## src/rtl/sprite_pkg.sv

```systemverilog
// sprite_pkg: shared FSM state type and screen/colour defaults for the sprite blitter
package sprite_pkg;
  typedef enum logic [1:0] {IDLE, SCAN, DRAIN, DONE} state_t;
  localparam int DEF_SCREEN_W = 320;
  localparam int DEF_SCREEN_H = 240;
  localparam int DEF_COLOUR_W = 9;
  localparam logic [DEF_COLOUR_W-1:0] DEF_TRANSPARENT = 9'h1FF;
endpackage

```

## src/rtl/sprite_scan_counter.sv

```systemverilog
// sprite_scan_counter: row-major col/row scan with linear ROM address and last-pixel flag
// ports: clock/resetn, clr (restart at pixel 0), en (advance one pixel),
//        col/row (current pixel), addr (row*W+col), last (addr is the final pixel)
module sprite_scan_counter #(
  parameter int SPRITE_W = 16,
  parameter int SPRITE_H = 16,
  parameter int ADDR_W = 8,
  parameter int CW = 4,
  parameter int RW = 4
) (
  input  logic              clock,
  input  logic              resetn,
  input  logic              clr,
  input  logic              en,
  output logic [CW-1:0]     col,
  output logic [RW-1:0]     row,
  output logic [ADDR_W-1:0] addr,
  output logic              last
);
  logic wrap;
  assign wrap = col == CW'(SPRITE_W - 1);
  assign last = addr == ADDR_W'(SPRITE_W * SPRITE_H - 1);
  // the address is kept as a running count, which equals row*SPRITE_W+col in row-major order
  always_ff @(posedge clock or negedge resetn)
    if (!resetn) begin
      col <= '0;
      row <= '0;
      addr <= '0;
    end else if (clr) begin
      col <= '0;
      row <= '0;
      addr <= '0;
    end else if (en) begin
      col <= wrap ? '0 : col + 1'b1;
      row <= wrap ? row + 1'b1 : row;
      addr <= addr + 1'b1;
    end
endmodule

```

## src/rtl/sprite_blitter.sv

```systemverilog
// sprite_blitter: streams a sprite from a synchronous ROM into the vga_adapter plot interface
// ports: clock/resetn, start + x_origin/y_origin (blit request), busy/done (status),
//        rom_addr/rom_data (sprite ROM, 1-cycle read latency),
//        vga_x/vga_y/vga_colour/vga_plot (plot stream, transparent/off-screen pixels suppressed)
module sprite_blitter import sprite_pkg::*; #(
  parameter int SPRITE_W = 16,
  parameter int SPRITE_H = 16,
  parameter int ADDR_W = 8,
  parameter int COLOUR_W = DEF_COLOUR_W,
  parameter int X_W = 9,
  parameter int Y_W = 8,
  parameter int SCREEN_W = DEF_SCREEN_W,
  parameter int SCREEN_H = DEF_SCREEN_H,
  parameter logic [COLOUR_W-1:0] TRANSPARENT = DEF_TRANSPARENT,
  parameter bit USE_KEY = 1'b1
) (
  input  logic                clock,
  input  logic                resetn,
  input  logic                start,
  input  logic [X_W-1:0]      x_origin,
  input  logic [Y_W-1:0]      y_origin,
  output logic                busy,
  output logic                done,
  output logic [ADDR_W-1:0]   rom_addr,
  input  logic [COLOUR_W-1:0] rom_data,
  output logic [X_W-1:0]      vga_x,
  output logic [Y_W-1:0]      vga_y,
  output logic [COLOUR_W-1:0] vga_colour,
  output logic                vga_plot
);
  localparam int CW = SPRITE_W > 1 ? $clog2(SPRITE_W) : 1;
  localparam int RW = SPRITE_H > 1 ? $clog2(SPRITE_H) : 1;
  state_t state;
  logic dcnt, last, accept, s1_issued;
  logic [X_W-1:0] ox;
  logic [Y_W-1:0] oy;
  logic [CW-1:0] col, s1_col;
  logic [RW-1:0] row, s1_row;
  logic [X_W:0] px;
  logic [Y_W:0] py;
  assign accept = start && (state == IDLE || state == DONE);
  sprite_scan_counter #(
    .SPRITE_W(SPRITE_W), .SPRITE_H(SPRITE_H), .ADDR_W(ADDR_W), .CW(CW), .RW(RW)
  ) u_cnt (
    .clock(clock), .resetn(resetn), .clr(accept), .en(state == SCAN && !last),
    .col(col), .row(row), .addr(rom_addr), .last(last)
  );
  always_ff @(posedge clock or negedge resetn)
    if (!resetn) begin
      state <= IDLE;
      dcnt <= 1'b0;
      busy <= 1'b0;
      done <= 1'b0;
      ox <= '0;
      oy <= '0;
    end else begin
      done <= 1'b0;
      if (accept) begin
        state <= SCAN;
        busy <= 1'b1;
        ox <= x_origin;
        oy <= y_origin;
      end else if (state == SCAN && last) begin
        state <= DRAIN;
        dcnt <= 1'b0;
      end else if (state == DRAIN) begin
        dcnt <= 1'b1;
        if (dcnt) begin
          state <= DONE;
          busy <= 1'b0;
          done <= 1'b1;
        end
      end else if (state == DONE)
        state <= IDLE;
    end
  // stage 1: tag travels with the address while the ROM performs its read
  always_ff @(posedge clock or negedge resetn)
    if (!resetn) begin
      s1_issued <= 1'b0;
      s1_col <= '0;
      s1_row <= '0;
    end else begin
      s1_issued <= state == SCAN;
      s1_col <= col;
      s1_row <= row;
    end
  // one extra bit so coordinates past the screen edge cannot wrap back on-screen
  assign px = (X_W+1)'(ox) + (X_W+1)'(s1_col);
  assign py = (Y_W+1)'(oy) + (Y_W+1)'(s1_row);
  // stage 2: clip and colour-key against the ROM word now on rom_data
  always_ff @(posedge clock or negedge resetn)
    if (!resetn) begin
      vga_x <= '0;
      vga_y <= '0;
      vga_colour <= '0;
      vga_plot <= 1'b0;
    end else begin
      vga_plot <= s1_issued && px < (X_W+1)'(SCREEN_W) && py < (Y_W+1)'(SCREEN_H) &&
                  !(USE_KEY && rom_data == TRANSPARENT);
      if (s1_issued) begin
        vga_x <= px[X_W-1:0];
        vga_y <= py[Y_W-1:0];
        vga_colour <= rom_data;
      end
    end
endmodule

```

## config.mk

```make
export PLATFORM = sky130hd
export DESIGN_NAME = sprite_blitter
export DESIGN_NICKNAME = d
export VERILOG_FILES = /design/src/rtl/sprite_pkg.sv /design/src/rtl/sprite_scan_counter.sv /design/src/rtl/sprite_blitter.sv
export SDC_FILE = /design/constraint.sdc
export NUM_CORES = 1
export LEC_CHECK = 0
export CORE_ASPECT_RATIO = 2
export CORE_UTILIZATION = 34
export CTS_CLUSTER_DIAMETER = 30
export CTS_CLUSTER_SIZE = 28
export DETAILED_ROUTE_END_ITERATION = 16
export PLACE_DENSITY = 0.56
export SYNTH_ARGS = -nofsm -noshare
export SYNTH_HDL_FRONTEND = slang
export SYNTH_HIERARCHICAL = 1
export SYNTH_SLANG_ARGS = --single-unit
```

## constraint.sdc

```tcl
create_clock -name clock -period 2.8 [get_ports clock]
set_clock_uncertainty 0.1 [all_clocks]
set_input_delay 0.42 -clock clock [delete_from_list [all_inputs] [get_ports clock]]
set_output_delay 0.42 -clock clock [all_outputs]
set_load 0.005 [all_outputs]
```

==> results_dict.tcl <==
set metrics [dict create \
    status "finished clean" \
    grt_pass1_wl_mm 11.0 \
    ys_warn_count 6 \
    cts_made_buffers 9 \
    timing.fmax_mhz 448 \
    slew_violations 0 \
    drt_first_iter_violations 100 \
    cts_buffer_depth 2 \
    cts_setup_buffers 0 \
    drive_above_1_share 0.147 \
    worstSetupEndpointType "flop" \
    synth_ff_type "dfrtp_1" \
    power.density_nw_per_um2 1150 \
    pre_cts_ws_ns 0.574 \
    die_w_um 72.5 \
    slowest_stage "fa_1" \
    area_growth_pct 31.4 \
    ant_nets 0 \
    clkTransAtPathRegs_ns 0.05 \
    synth_edf_count 0 \
    netlist_top_cells_area "dfrtp_1, mux2_2, ha_1" \
    finalHoldViolCount 0 \
    grtUsageTotal 0.142 \
    tightest_slew_ns 0.945 \
    peakVddDrop_mv 0.571 \
    chipHeight_um 143 \
    overflow 0 \
    antennaDiodeCount 0 \
    period_minus_slack_ns 2.23 \
    setup_viol 0 \
    worstSetupPathType "flop to flop" \
    r2r_start "ox[0]" \
    clockRootBuffer "clkbuf_16" \
    tns_ns 0 \
    ff2ff_setup_slack_ns 0.57 \
    finalPower_mw 5.09 \
    ctsHoldBuffers 0 \
    grt_max_degree 75 \
    cts_tree "done" \
    reg2regPathDepth 7 \
    critPathArrivalTime_ns 2.37 \
    synth_top_area_cell "dfrtp_1" \
    setup_ws_ns 0.569 \
    grt_pass1_vias 2272 \
    dp_hpwl_mm 4.92 \
    die-area_um2 10400 \
    synth_seq_cells 74 \
    post_drt_via_cell_ratio 4.79 \
    synth_area_um2 3380 \
    drtPass1Iterations 4 \
    clk_latency_ns 0.33 \
    post_cts_resized 0 \
    leakage_nw 1.90 \
    clock-sinks 74 \
    cts_max_level 3 \
    syn_area_per_cell_um2 11.8 \
    cp.required_ns 2.94 \
    ys_seq_area_frac 0.547 \
    place_congestion 0.798 \
    cpPeakStageDelay_ns 0.41 \
    numPortBuffers 65 \
    postSynthCellCount 287 \
    crit_path_start_kind "flop" \
    maxCapViolations 0 \
    core_area_um2 9700 \
    min_period_over_period 0.797 \
    slew_headroom 0.370 \
    dp_cells 479 \
    yosysTopAreaCellShare 0.547 \
    rsz0062_at_grt "no" \
    instances_no_fill 492 \
    num_rows 51 \
    start_util 0.349 \
    hold_path_class "input port to async pin" \
    wl_per_cell_um 14.0 \
    synth_common_cells "dfrtp_1, mux2_2, nor2_1" \
    yosysUniqueCellTypes 40 \
    crit_path_cell_trace "ha_1 -> fa_1 -> a21o_1 -> a21oi_1 -> nor2_1 -> o211a_1 -> a311oi_2" \
    synth_nets 332 \
    reg2reg_to "vga_plot" \
    drc 0 \
    ios 66 \
    nets 403 \
    finalWirelength_mm 6.90 \
    postSynth.asyncResetShare 1.00 \
    cp_max_fo 3 \
    synth.most_common_cell "dfrtp_1" \
    vias 2355 \
    antenna_found_initial 0 \
]
==> worst max path at each step <==
stage / startpoint / to / cells past startpoint
6_report: ox[0] / vga_plot / 7
5_1_grt: ox[0] / vga_plot / 7
4_1_cts: ox[0] / vga_plot / 7
3_5_place_dp: ox[0] / vga_plot / 7
3_3_place_gp: ox[0] / vga_plot / 7
2_1_floorplan: ox[0] / vga_plot / 7
==> through the flow <==
stage,util,instance area (um^2),hold slack [ns]
4_1_cts,0.458,4440,0.167
2_1_floorplan,-,3380,0.0244
5_1_grt,0.458,4440,0.216
3_5_place_dp,0.431,4180,0.286
6_report,0.458,4440,0.115
3_3_place_gp,0.431,4180,0.274
==> routing by layer <==
metal | share of wire | vias up | GRT usage | wire [um]
met5 | 0 | - | 0 | 0
met1 | 0.41 | 1152 | 0.158 | 2840
met4 | 0.021 | 0 | 0.0774 | 145
met2 | 0.52 | 45 | 0.241 | 3620
met3 | 0.042 | 8 | 0.0367 | 291
li1 | - | 1150 | - | -
==> logic make-up (layout without fill, tap and decap cells) <==
logic type | after synthesis | after routing | synth area share
buffers and inverters | 19 | 92 | 0.0248
xor gates and xnor gates | 20 | 20 | 0.0518
muxes | 37 | 37 | 0.121
DFF | 74 | 74 | 0.547
and+or+nand+nor | 75 | 75 | 0.109
adders and majority gates | 16 | 16 | 0.0636
AOI/OAI and AO/OA | 46 | 46 | 0.0821
==> worst max-delay path, delay by kind of cell, from the launching register on <==
family	cells	cell delay (ns)
adder cells (fa/ha/maj)	2	0.66
flip-flops	1	0.38
AO/OA/AOI/OAI	4	0.89
AND/OR/NAND/NOR	1	0.11
==> final cells by class <==
cell class,instances,area [um^2]
fillers,946,5260
well taps,132,165
multi-input cells,194,1450
clock buffers,13,260
flip-flops and latches,74,1850
inverters,9,33.8
repair buffers,70,686
==> where the power goes <==
group	leakage (nW)	internal, mW	switching, mW	total, mW
clock	0.128	0.633	0.391	1.02
combinational	0.878	1.23	0.921	2.15
sequential	0.891	1.54	0.384	1.92
==> registers in the layout, indices dropped and copies added (netlist names) <==
name	flops
oy	8
s1_col	4
u_cnt/row	4
vga_colour	9
s1_issued	1
vga_x	9
dcnt	1
s1_row	4
u_cnt/col	4
state	2
vga_plot	1
busy	1
done	1
u_cnt/addr	8
ox	9
vga_y	8
==> placed cells by master, fill, tap and decap left out, types with 2 or more instances in the layout <==
master and n:
a21o_1 2, a21oi_1 22, a31oi_1 2, buf_4 6, clkbuf_1 2, clkbuf_16 9, clkbuf_8 2, clkdlybuf4s50_1 64
dfrtp_1 74, fa_1 2, ha_1 14, inv_1 9, mux2_2 32, mux2i_1 5, nand2_1 16, nand3_1 7
nand4_1 7, nor2_1 28, nor2b_1 2, o21ai_0 9, o21ai_1 2, or3_1 7, xnor2_1 10, xor2_1 10
(Power assumes the default switching activity.)
